===== src/rtl/cpu_run_mon_pkg.sv =====
// cpu_run_mon_pkg
//
// Definitions shared by the run monitor, its cycle counter and the CPU
// harness. It holds the run-sequencer state type and the default
// datapath widths, which the CPU uses as well.
package cpu_run_mon_pkg;

    localparam int DEF_DATA_W     = 32;
    localparam int DEF_REG_ADDR_W = 5;
    localparam int DEF_CNT_W      = 16;

    typedef enum logic [2:0] {
        ST_IDLE  = 3'd0,
        ST_RESET = 3'd1,
        ST_RUN   = 3'd2,
        ST_DUMP  = 3'd3,
        ST_DONE  = 3'd4
    } run_state_t;

endpackage


===== src/rtl/run_cycle_counter.sv =====
// run_cycle_counter
//
// Saturating CNT_W-bit up-counter. It has a loadable terminal value and
// reports when the count in progress is the last one before that terminal.
//
// Ports:
//   clk_i        clock, rising edge
//   rst_i        asynchronous active-low reset
//   clr_i        synchronous clear of the count (has priority over inc_i)
//   load_i       latch load_val_i as the terminal value
//   load_val_i   terminal value to latch
//   inc_i        advance the count by one (it holds at all-ones)
//   count_o      current count
//   term_match_o count_o + 1 equals the terminal value (the current cycle is the last one)
//   term_zero_o  the latched terminal value is zero
module run_cycle_counter #(
    parameter int CNT_W = 16
) (
    input  logic             clk_i,
    input  logic             rst_i,
    input  logic             clr_i,
    input  logic             load_i,
    input  logic [CNT_W-1:0] load_val_i,
    input  logic             inc_i,
    output logic [CNT_W-1:0] count_o,
    output logic             term_match_o,
    output logic             term_zero_o
);

    localparam logic [CNT_W:0] ONE_EXT = (CNT_W+1)'(1);

    logic [CNT_W-1:0] term_q;

    // Terminal latch and saturating count. A clear and a load usually
    // arrive together when a run starts.
    always_ff @(posedge clk_i or negedge rst_i) begin
        if (!rst_i) begin
            count_o <= '0;
            term_q  <= '0;
        end else begin
            if (load_i) begin
                term_q <= load_val_i;
            end
            if (clr_i) begin
                count_o <= '0;
            end else if (inc_i && (count_o != '1)) begin
                count_o <= count_o + CNT_W'(1);
            end
        end
    end

    // The comparison is one bit wider, so count_o + 1 cannot wrap into a
    // false match at all-ones.
    assign term_match_o = (({1'b0, count_o} + ONE_EXT) == {1'b0, term_q});
    assign term_zero_o  = (term_q == '0);

endmodule


===== src/rtl/cpu_run_monitor.sv =====
// cpu_run_monitor
//
// This is the run controller and register-dump engine for the single-cycle CPU.
// Each run holds the CPU in reset for RST_CYCLES cycles and then lets it
// advance for the latched cycle budget. Next it freezes the CPU and streams
// register-file entries 0..NUM_REGS-1 out over a valid/ready port. It
// ends with a one-cycle done_o pulse.
//
// Build option:
//   CPU_RUN_MON_HALT_EN  when defined, halt_i in a RUN cycle ends RUN after
//                        that cycle, and that cycle is counted. When it is
//                        undefined, halt_i is ignored.
//
// Ports:
//   clk_i, rst_i        clock (rising edge), asynchronous active-low reset
//   start_i             begin a run (sampled only in IDLE)
//   cycle_limit_i       run budget, latched when start_i is accepted
//   halt_i              early-stop request from the CPU
//   cpu_rst_o           active-low CPU reset
//   cpu_run_o           CPU advance enable
//   rf_addr_o/rf_data_i register-file debug read port (combinational data)
//   dump_valid_o/dump_ready_i/dump_idx_o/dump_data_o  register dump stream
//   cycles_o            cycles executed in the last run
//   busy_o              high in any state except IDLE
//   done_o              one-cycle pulse at the end of the dump
module cpu_run_monitor
    import cpu_run_mon_pkg::*;
#(
    parameter int DATA_W     = DEF_DATA_W,
    parameter int REG_ADDR_W = DEF_REG_ADDR_W,
    parameter int NUM_REGS   = 12,
    parameter int CNT_W      = DEF_CNT_W,
    parameter int RST_CYCLES = 1
) (
    input  logic                  clk_i,
    input  logic                  rst_i,
    input  logic                  start_i,
    input  logic [CNT_W-1:0]      cycle_limit_i,
    input  logic                  halt_i,
    output logic                  cpu_rst_o,
    output logic                  cpu_run_o,
    output logic [REG_ADDR_W-1:0] rf_addr_o,
    input  logic [DATA_W-1:0]     rf_data_i,
    output logic                  dump_valid_o,
    input  logic                  dump_ready_i,
    output logic [REG_ADDR_W-1:0] dump_idx_o,
    output logic [DATA_W-1:0]     dump_data_o,
    output logic [CNT_W-1:0]      cycles_o,
    output logic                  busy_o,
    output logic                  done_o
);

    localparam logic [REG_ADDR_W-1:0] LAST_IDX = REG_ADDR_W'(NUM_REGS - 1);
    localparam logic [CNT_W-1:0]      RST_TERM = CNT_W'(RST_CYCLES);

    run_state_t state_q, state_d;

    logic                  start_acc;
    logic                  beat_xfer;
    logic                  halt_hit;
    logic                  rst_done;
    logic                  run_done;
    logic                  run_limit_zero;
    logic [REG_ADDR_W-1:0] idx_q;
    logic [CNT_W-1:0]      rst_cnt_unused;
    logic                  rst_zero_unused;

    assign start_acc = (state_q == ST_IDLE) && start_i;
    assign beat_xfer = (state_q == ST_DUMP) && dump_ready_i;

`ifdef CPU_RUN_MON_HALT_EN
    assign halt_hit = halt_i;
`else
    logic halt_unused;
    assign halt_unused = halt_i;
    assign halt_hit    = 1'b0;
`endif

    // Counts the cycles the CPU is held in reset. The terminal value is
    // reloaded with the constant on every start, which keeps the two
    // counter instances symmetric.
    run_cycle_counter #(.CNT_W(CNT_W)) u_rst_counter (
        .clk_i        (clk_i),
        .rst_i        (rst_i),
        .clr_i        (start_acc),
        .load_i       (start_acc),
        .load_val_i   (RST_TERM),
        .inc_i        (state_q == ST_RESET),
        .count_o      (rst_cnt_unused),
        .term_match_o (rst_done),
        .term_zero_o  (rst_zero_unused)
    );

    // Counts the cycles the CPU executes. Its count is cycles_o directly,
    // so the value holds from the end of RUN until the next accepted start.
    run_cycle_counter #(.CNT_W(CNT_W)) u_run_counter (
        .clk_i        (clk_i),
        .rst_i        (rst_i),
        .clr_i        (start_acc),
        .load_i       (start_acc),
        .load_val_i   (cycle_limit_i),
        .inc_i        (state_q == ST_RUN),
        .count_o      (cycles_o),
        .term_match_o (run_done),
        .term_zero_o  (run_limit_zero)
    );

    // State register.
    always_ff @(posedge clk_i or negedge rst_i) begin
        if (!rst_i) begin
            state_q <= ST_IDLE;
        end else begin
            state_q <= state_d;
        end
    end

    // Next-state logic and state-decoded outputs. The CPU stays out of
    // reset from RUN to DONE, so the dump reads a frozen register file
    // and does not clear it.
    always_comb begin
        state_d      = state_q;
        cpu_rst_o    = 1'b1;
        cpu_run_o    = 1'b0;
        dump_valid_o = 1'b0;
        done_o       = 1'b0;
        busy_o       = 1'b1;
        case (state_q)
            ST_IDLE: begin
                cpu_rst_o = 1'b0;
                busy_o    = 1'b0;
                if (start_i) begin
                    state_d = ST_RESET;
                end
            end
            ST_RESET: begin
                cpu_rst_o = 1'b0;
                if (rst_done) begin
                    state_d = run_limit_zero ? ST_DUMP : ST_RUN;
                end
            end
            ST_RUN: begin
                cpu_run_o = 1'b1;
                if (run_done || halt_hit) begin
                    state_d = ST_DUMP;
                end
            end
            ST_DUMP: begin
                dump_valid_o = 1'b1;
                if (dump_ready_i && (idx_q == LAST_IDX)) begin
                    state_d = ST_DONE;
                end
            end
            ST_DONE: begin
                done_o  = 1'b1;
                state_d = ST_IDLE;
            end
            default: begin
                cpu_rst_o = 1'b0;
                busy_o    = 1'b0;
                state_d   = ST_IDLE;
            end
        endcase
    end

    // Dump index. It advances only on a completed beat, so the index and
    // data hold through back-pressure. It returns to 0 outside DUMP.
    always_ff @(posedge clk_i or negedge rst_i) begin
        if (!rst_i) begin
            idx_q <= '0;
        end else if (beat_xfer) begin
            idx_q <= (idx_q == LAST_IDX) ? '0 : idx_q + REG_ADDR_W'(1);
        end else if (state_q != ST_DUMP) begin
            idx_q <= '0;
        end
    end

    assign rf_addr_o   = idx_q;
    assign dump_idx_o  = idx_q;
    assign dump_data_o = rf_data_i;

endmodule


===== config.mk =====
export PLATFORM = sky130hd
export DESIGN_NAME = cpu_run_monitor
export DESIGN_NICKNAME = d
export VERILOG_FILES = /design/src/rtl/cpu_run_mon_pkg.sv /design/src/rtl/run_cycle_counter.sv /design/src/rtl/cpu_run_monitor.sv
export SDC_FILE = /design/constraint.sdc
export NUM_CORES = 1
export LEC_CHECK = 0
export ABC_CLOCK_PERIOD_IN_PS = 6650
export BUFFER_PORTS_ARGS = -buffer_cell sky130_fd_sc_hd__buf_2
export CAP_MARGIN = 5
export CELL_PAD_IN_SITES_DETAIL_PLACEMENT = 2
export CELL_PAD_IN_SITES_GLOBAL_PLACEMENT = 2
export CORE_MARGIN = 3
export CORE_UTILIZATION = 31
export DETAILED_ROUTE_END_ITERATION = 6
export HOLD_SLACK_MARGIN = 0.05
export PLACE_DENSITY_LB_ADDON = 0.1
export SYNTH_ARGS = -nofsm -noshare
export SYNTH_HDL_FRONTEND = slang
export SYNTH_SLANG_ARGS = --single-unit

===== constraint.sdc =====
create_clock -name clk_i -period 6.65 [get_ports clk_i]
set_input_delay 0.665 -clock clk_i [delete_from_list [all_inputs] [get_ports clk_i]]
set_output_delay 0.665 -clock clk_i [all_outputs]
set_load 0.02 [all_outputs]

Word level (Yosys, flattened, before mapping)
Index checks and enable logic that the tools add are counted.
- flip-flop bits (word level): 57
- latch bits: 0
- memory bits (writable): 0
- memory bits (read-only): 0
- input port bits: 53
- output and inout bits: 63
- word-level logic and storage cells: 56
- memories: 0
- add/subtract/negate cells: 5
- $mul: 0
- divide/modulo/power cells: 0
- order comparisons: 0
- equality and inequality tests: 14
- shift-type cells: 0
- muxes and demuxes: 18
- bitwise logic cells: 0
- reductions and logical operators: 13
- operator list (cell ; count):
    $mux W16 ; 4
    $add A16 B1 Y17 const B ; 2
    $add A16 B1 Y16 const B ; 2
    $ne A16 B16 Y1 const B ; 2
    $eq A17 B1 Y1 ; 1
    $eq A17 B16 Y1 ; 1
    $logic_not A16 Y1 ; 1
    $mux W5 ; 3
    $mux W3 ; 4
    $pmux W3 S4 ; 1
    $eq A3 B2 Y1 const B ; 2
    $mux W1 ; 6
    $ne A2 B2 Y1 const B ; 3
    $reduce_bool A2 Y1 ; 3
    $add A5 B1 Y5 const B ; 1
    $eq A5 B4 Y1 const B ; 1
    $logic_and A1 B1 Y1 ; 5
    $reduce_and A4 Y1 ; 1
    $reduce_or A4 Y1 ; 1
    $eq A3 B1 Y1 const B ; 1
    $eq A3 B3 Y1 const B ; 1
    $logic_not A3 Y1 ; 1
    $ne A3 B2 Y1 const B ; 1
    $reduce_or A3 Y1 ; 1
    $ne A2 B1 Y1 const B ; 1

Depth between registers and ports, before layout
- word-level depth: 4
- gate-level depth with buffers: 10
- mapped depth without buffers: 8

By module
From an unflattened synthesis, not the netlist that was laid out.
- cells, all modules: 520
- area total of the unflattened synthesis: 4923.5 sq um
- by module, submodules not included (module ; instances ; cells an instance ; area each (sq um) ; sequential area each (sq um)):
    run_cycle_counter ; 2 ; 216 ; 2088.3 ; 800.8
    cpu_run_monitor ; 1 ; 88 ; 747.0 ; 200.2

Worst setup path after synthesis
OpenSTA, ideal clock, no wires.
- path type: register to register
- start: register u_run_counter.count_o[0]
- end: register u_run_counter.count_o[14]
- library setup time: 0.134 ns
- arrival: 2.391 ns
- required time: 6.516 ns
- path slack: 4.125 ns
- cell stages (with the launch flop): 9
- buffers on the path: 1
- period minus slack after synthesis: 2.525 ns
- path through: dfrtp_1 ha_1 nand3_1 nor4_1 a31o_2 buf_4 mux2_2 nand2_1 o31ai_1
- word-level cells in the longest chain between the ends: 3
- elaborated cells on any way between the ends: 6
- classes of those cells: add/sub: 1; eq/ne: 1; mux: 2; reduce/logical: 2
- ends and longest elaborated chain (element ; line ; text):
    from (decl) ; run_cycle_counter.sv:25 ; output logic [CNT_W-1:0] count_o,
    from (signal assigned) ; run_cycle_counter.sv:47 ; count_o <= count_o + CNT_W'(1);
    $add A16 B1 Y16 or $ne A16 B16 Y1 (tied branches) ; run_cycle_counter.sv:47, run_cycle_counter.sv:46 ;
    $mux W16 or $logic_and A1 B1 Y1 (tied branches) ; run_cycle_counter.sv:46 ; end else if (inc_i && (count_o != '1)) begin
    $mux W16 or $reduce_bool A2 Y1 (tied branches) ; -- ;
Several ways; a longest one is shown, not always the timed one. The select of a mux whose other input is x is not followed.
A chain may end at the register's enable or synchronous reset.

Final worst setup path
- start: register u_run_counter.count_o[0]
- end: register u_run_counter.count_o[8]
The elaborated chain is that of the path after synthesis.

==> impl_metrics.yaml <==
final_layout:
  nNetsFinal: 526
  antenna_cells: 0
  num-fill-cells: 1356
  layout-drive-gt1-share: 0.166
  areaGrowthSynthToFinish_pct: 9.60
synthesis:
  synth_most_common_cell: "nand2_1"
  ys_top_cells_by_area: "dfrtp_1 38%, nand2_1 9.4%, buf_4 8.0%"
  syn_area_um2: 3750
  yosysWarnings: 0
  synthArstFlopShare: 1.00
  ys_seq_area_frac: 0.380
  ys_ff_latch: 57
  synth-edff-count: 0
  synth_nets: 524
  yosys_most_used_dff: "dfrtp_1"
  ys_types: 53
  synth_top_area_share: 0.380
  synthTopCellsByCount: "94 x nand2_1, 57 x dfrtp_1, 40 x buf_4"
  synth_area_leader_cell: "dfrtp_1"
  syn_area_per_cell_um2: 8.02
  syn_inst: 468
worst_setup_path:
  max_stage_delay_ps: 570
  crit_arrival_ps: 3260
  crit_chain: "ha_1 -> nand3_1 -> nor4_1 -> buf_4 -> a31o_2 -> nand2_1 -> o21ai_0 -> nand2_1 -> o31ai_1"
  cp_slowest_cell: "a31o_2"
  start_kind: "register"
  end_kind: "register"
  cp.required_ps: 6900
  cp_max_fo: 30
  path_class: "register to register"
  cpMostUsedCell: "nand2_1"
clock_tree:
  postCtsSetupRepairBufs: 0
  cts_root_buffer: "clkbuf_16"
  cts_hold_buf: 0
  cts_buffer_depth: 2
  path_clk_slew_ps: 60
  cts_tree: "done"
  cts_made_buffers: 9
  cts-htree-levels: 3
  clock_latency_ps: 340
  clock-sinks: 57
  cts.repair.resized: 0
sta:
  fin_crit_sh: 0.453
  slew_viol_final: 0
  setup_tns_ps: 0
  min_period_ps: 3010
  hold_violations: 0
  worstMarginPinSlew_ps: 1020
  relSlewSlack: 0.318
  fin_skew_ps: 3.94
  hold_slack_ps: 483
  setup_viol: 0
  setup_ws_ps: 3640
  rsz0062_at_grt: "no"
  clock.fmax_ghz: 0.332
floorplanning:
  die_h_um: 116
  fp-row-count: 39
  die_x_um: 116
  design.die.area_um2: 13500
  io_pins: 116
  start_util: 0.323
  coreArea_um2: 11600
drt:
  drc: 0
  wirelength_um: 11600
  ant_nets: 0
  drtIter0Drc: 172
  viasPerCell: 5.48
  wl_per_cell_um: 18.8
  vias: 3386
  dr.pass1.iters: 4
place:
  place_ws_ps: 3580
  port_buffers: 50
  hpwl_um: 8280
  gp_congestion: 0.742
grt:
  met3_usage: 0.0303
  met1_usage: 0.256
  grt_pass1_wl_um: 19300
  antenna_found_initial: 0
  grt.busiest_layer: "met2"
  grt_max_degree: 58
  grt_pass1_vias: 3660
  gr-usage-met2: 0.283
  grt_overflow_total: 0
  grt_use_total: 0.185
worst_hold_path:
  hold_path_class: "primary input to async pin"
run_status:
  status: "completed"
power:
  powerDensity_nw_per_um2: 389
  p_leak_uw: 0.00190
  vdd_drop_max_v: 0.000141
run:
  maxCapViolCount: 0
[area by class of cell]
cell class / instances / area (um2) / area share
sequential: 57 / 1430 / 0.347
multi-input combinational: 334 / 1880 / 0.458
timing repair buffer: 55 / 288 / 0.0699
tap: 143 / 179 / 0.0435
clock buffer: 13 / 250 / 0.0608
inverter: 13 / 48.8 / 0.0119
clock inverter: 3 / 40.0 / 0.00973
[power breakdown]
group          internal [uW]  leakage, uW  switching (uW)
clock network            299     0.000144             172
registers                422     0.000757             126
logic                    205     0.000997             377
[critical path: cells and delay by family (launching register included)]
family                     cells  cell delay [ps]
buffers and inverters          1              220
DFF                            1              470
AOI/OAI and AO/OA              3              830
adders and majority gates      1              290
and+or+nand+nor                4             1100
[metal layers]
metal	part of all wire	routed length [um]	vias up
met1	0.50	5790	1694
met2	0.45	5170	59
met4	0.022	261	0
met5	0	0	-
met3	0.033	383	32
li1	-	-	1601
[placed cells by master (no fill, tap or decap), types with 7 or more instances in the layout]
cell type / n
a21oi_1: 13
buf_2: 50
clkbuf_16: 9
dfrtp_1: 57
inv_1: 12
nand2_1: 94
nand3_1: 24
nand4_1: 9
nor2_1: 33
nor3_1: 7
nor4_1: 8
o21ai_0: 35
o31ai_1: 18
xnor2_1: 12
xor2_1: 13
[state kept, by name, indices dropped and copies added (netlist names)]
name,count
dump_idx_o,5
state_q,3
u_rst_counter.count_o,16
u_rst_counter.term_q,1
u_run_counter.count_o,16
u_run_counter.term_q,16
[final timing paths]
path	from	end	cells past startpoint	slack, ps
min in group clk_i	u_rst_counter.term_q[0]$_DFFE_PN0P_	u_rst_counter.term_q[0]$_DFFE_PN0P_	1	490
min reg2reg	u_rst_counter.term_q[0]$_DFFE_PN0P_	u_rst_counter.term_q[0]$_DFFE_PN0P_	1	490
max in group asynchronous	rst_i	u_run_counter.count_o[12]$_DFFE_PN0P_	2	5640
max reg2reg	u_run_counter.count_o[0]$_DFFE_PN0P_	u_run_counter.count_o[8]$_DFFE_PN0P_	9	3640
min	rst_i	dump_idx_o[4]$_DFFE_PN0P_	2	480
max	u_run_counter.count_o[0]$_DFFE_PN0P_	u_run_counter.count_o[8]$_DFFE_PN0P_	9	3640
[logic make-up after synthesis]
| group | synth area share |
|---|---|
| xor+xnor | 0.0583 |
| fa+ha+maj | 0.0100 |
| compound gates | 0.164 |
| simple gates | 0.255 |
| buf+inv | 0.119 |
| mux | 0.0140 |
| flops | 0.380 |
[stage by stage]
stage,power [uW],instance area [um2],std cells,utilization
floorplan,972,3750,468,-
global placement,1120,3820,602,0.329
detailed placement,1150,3820,602,0.329
CTS,1630,4120,618,0.354
global route,1740,4120,618,0.354
finish,1600,4120,618,0.354
Power figures use the tool's default switching activity.
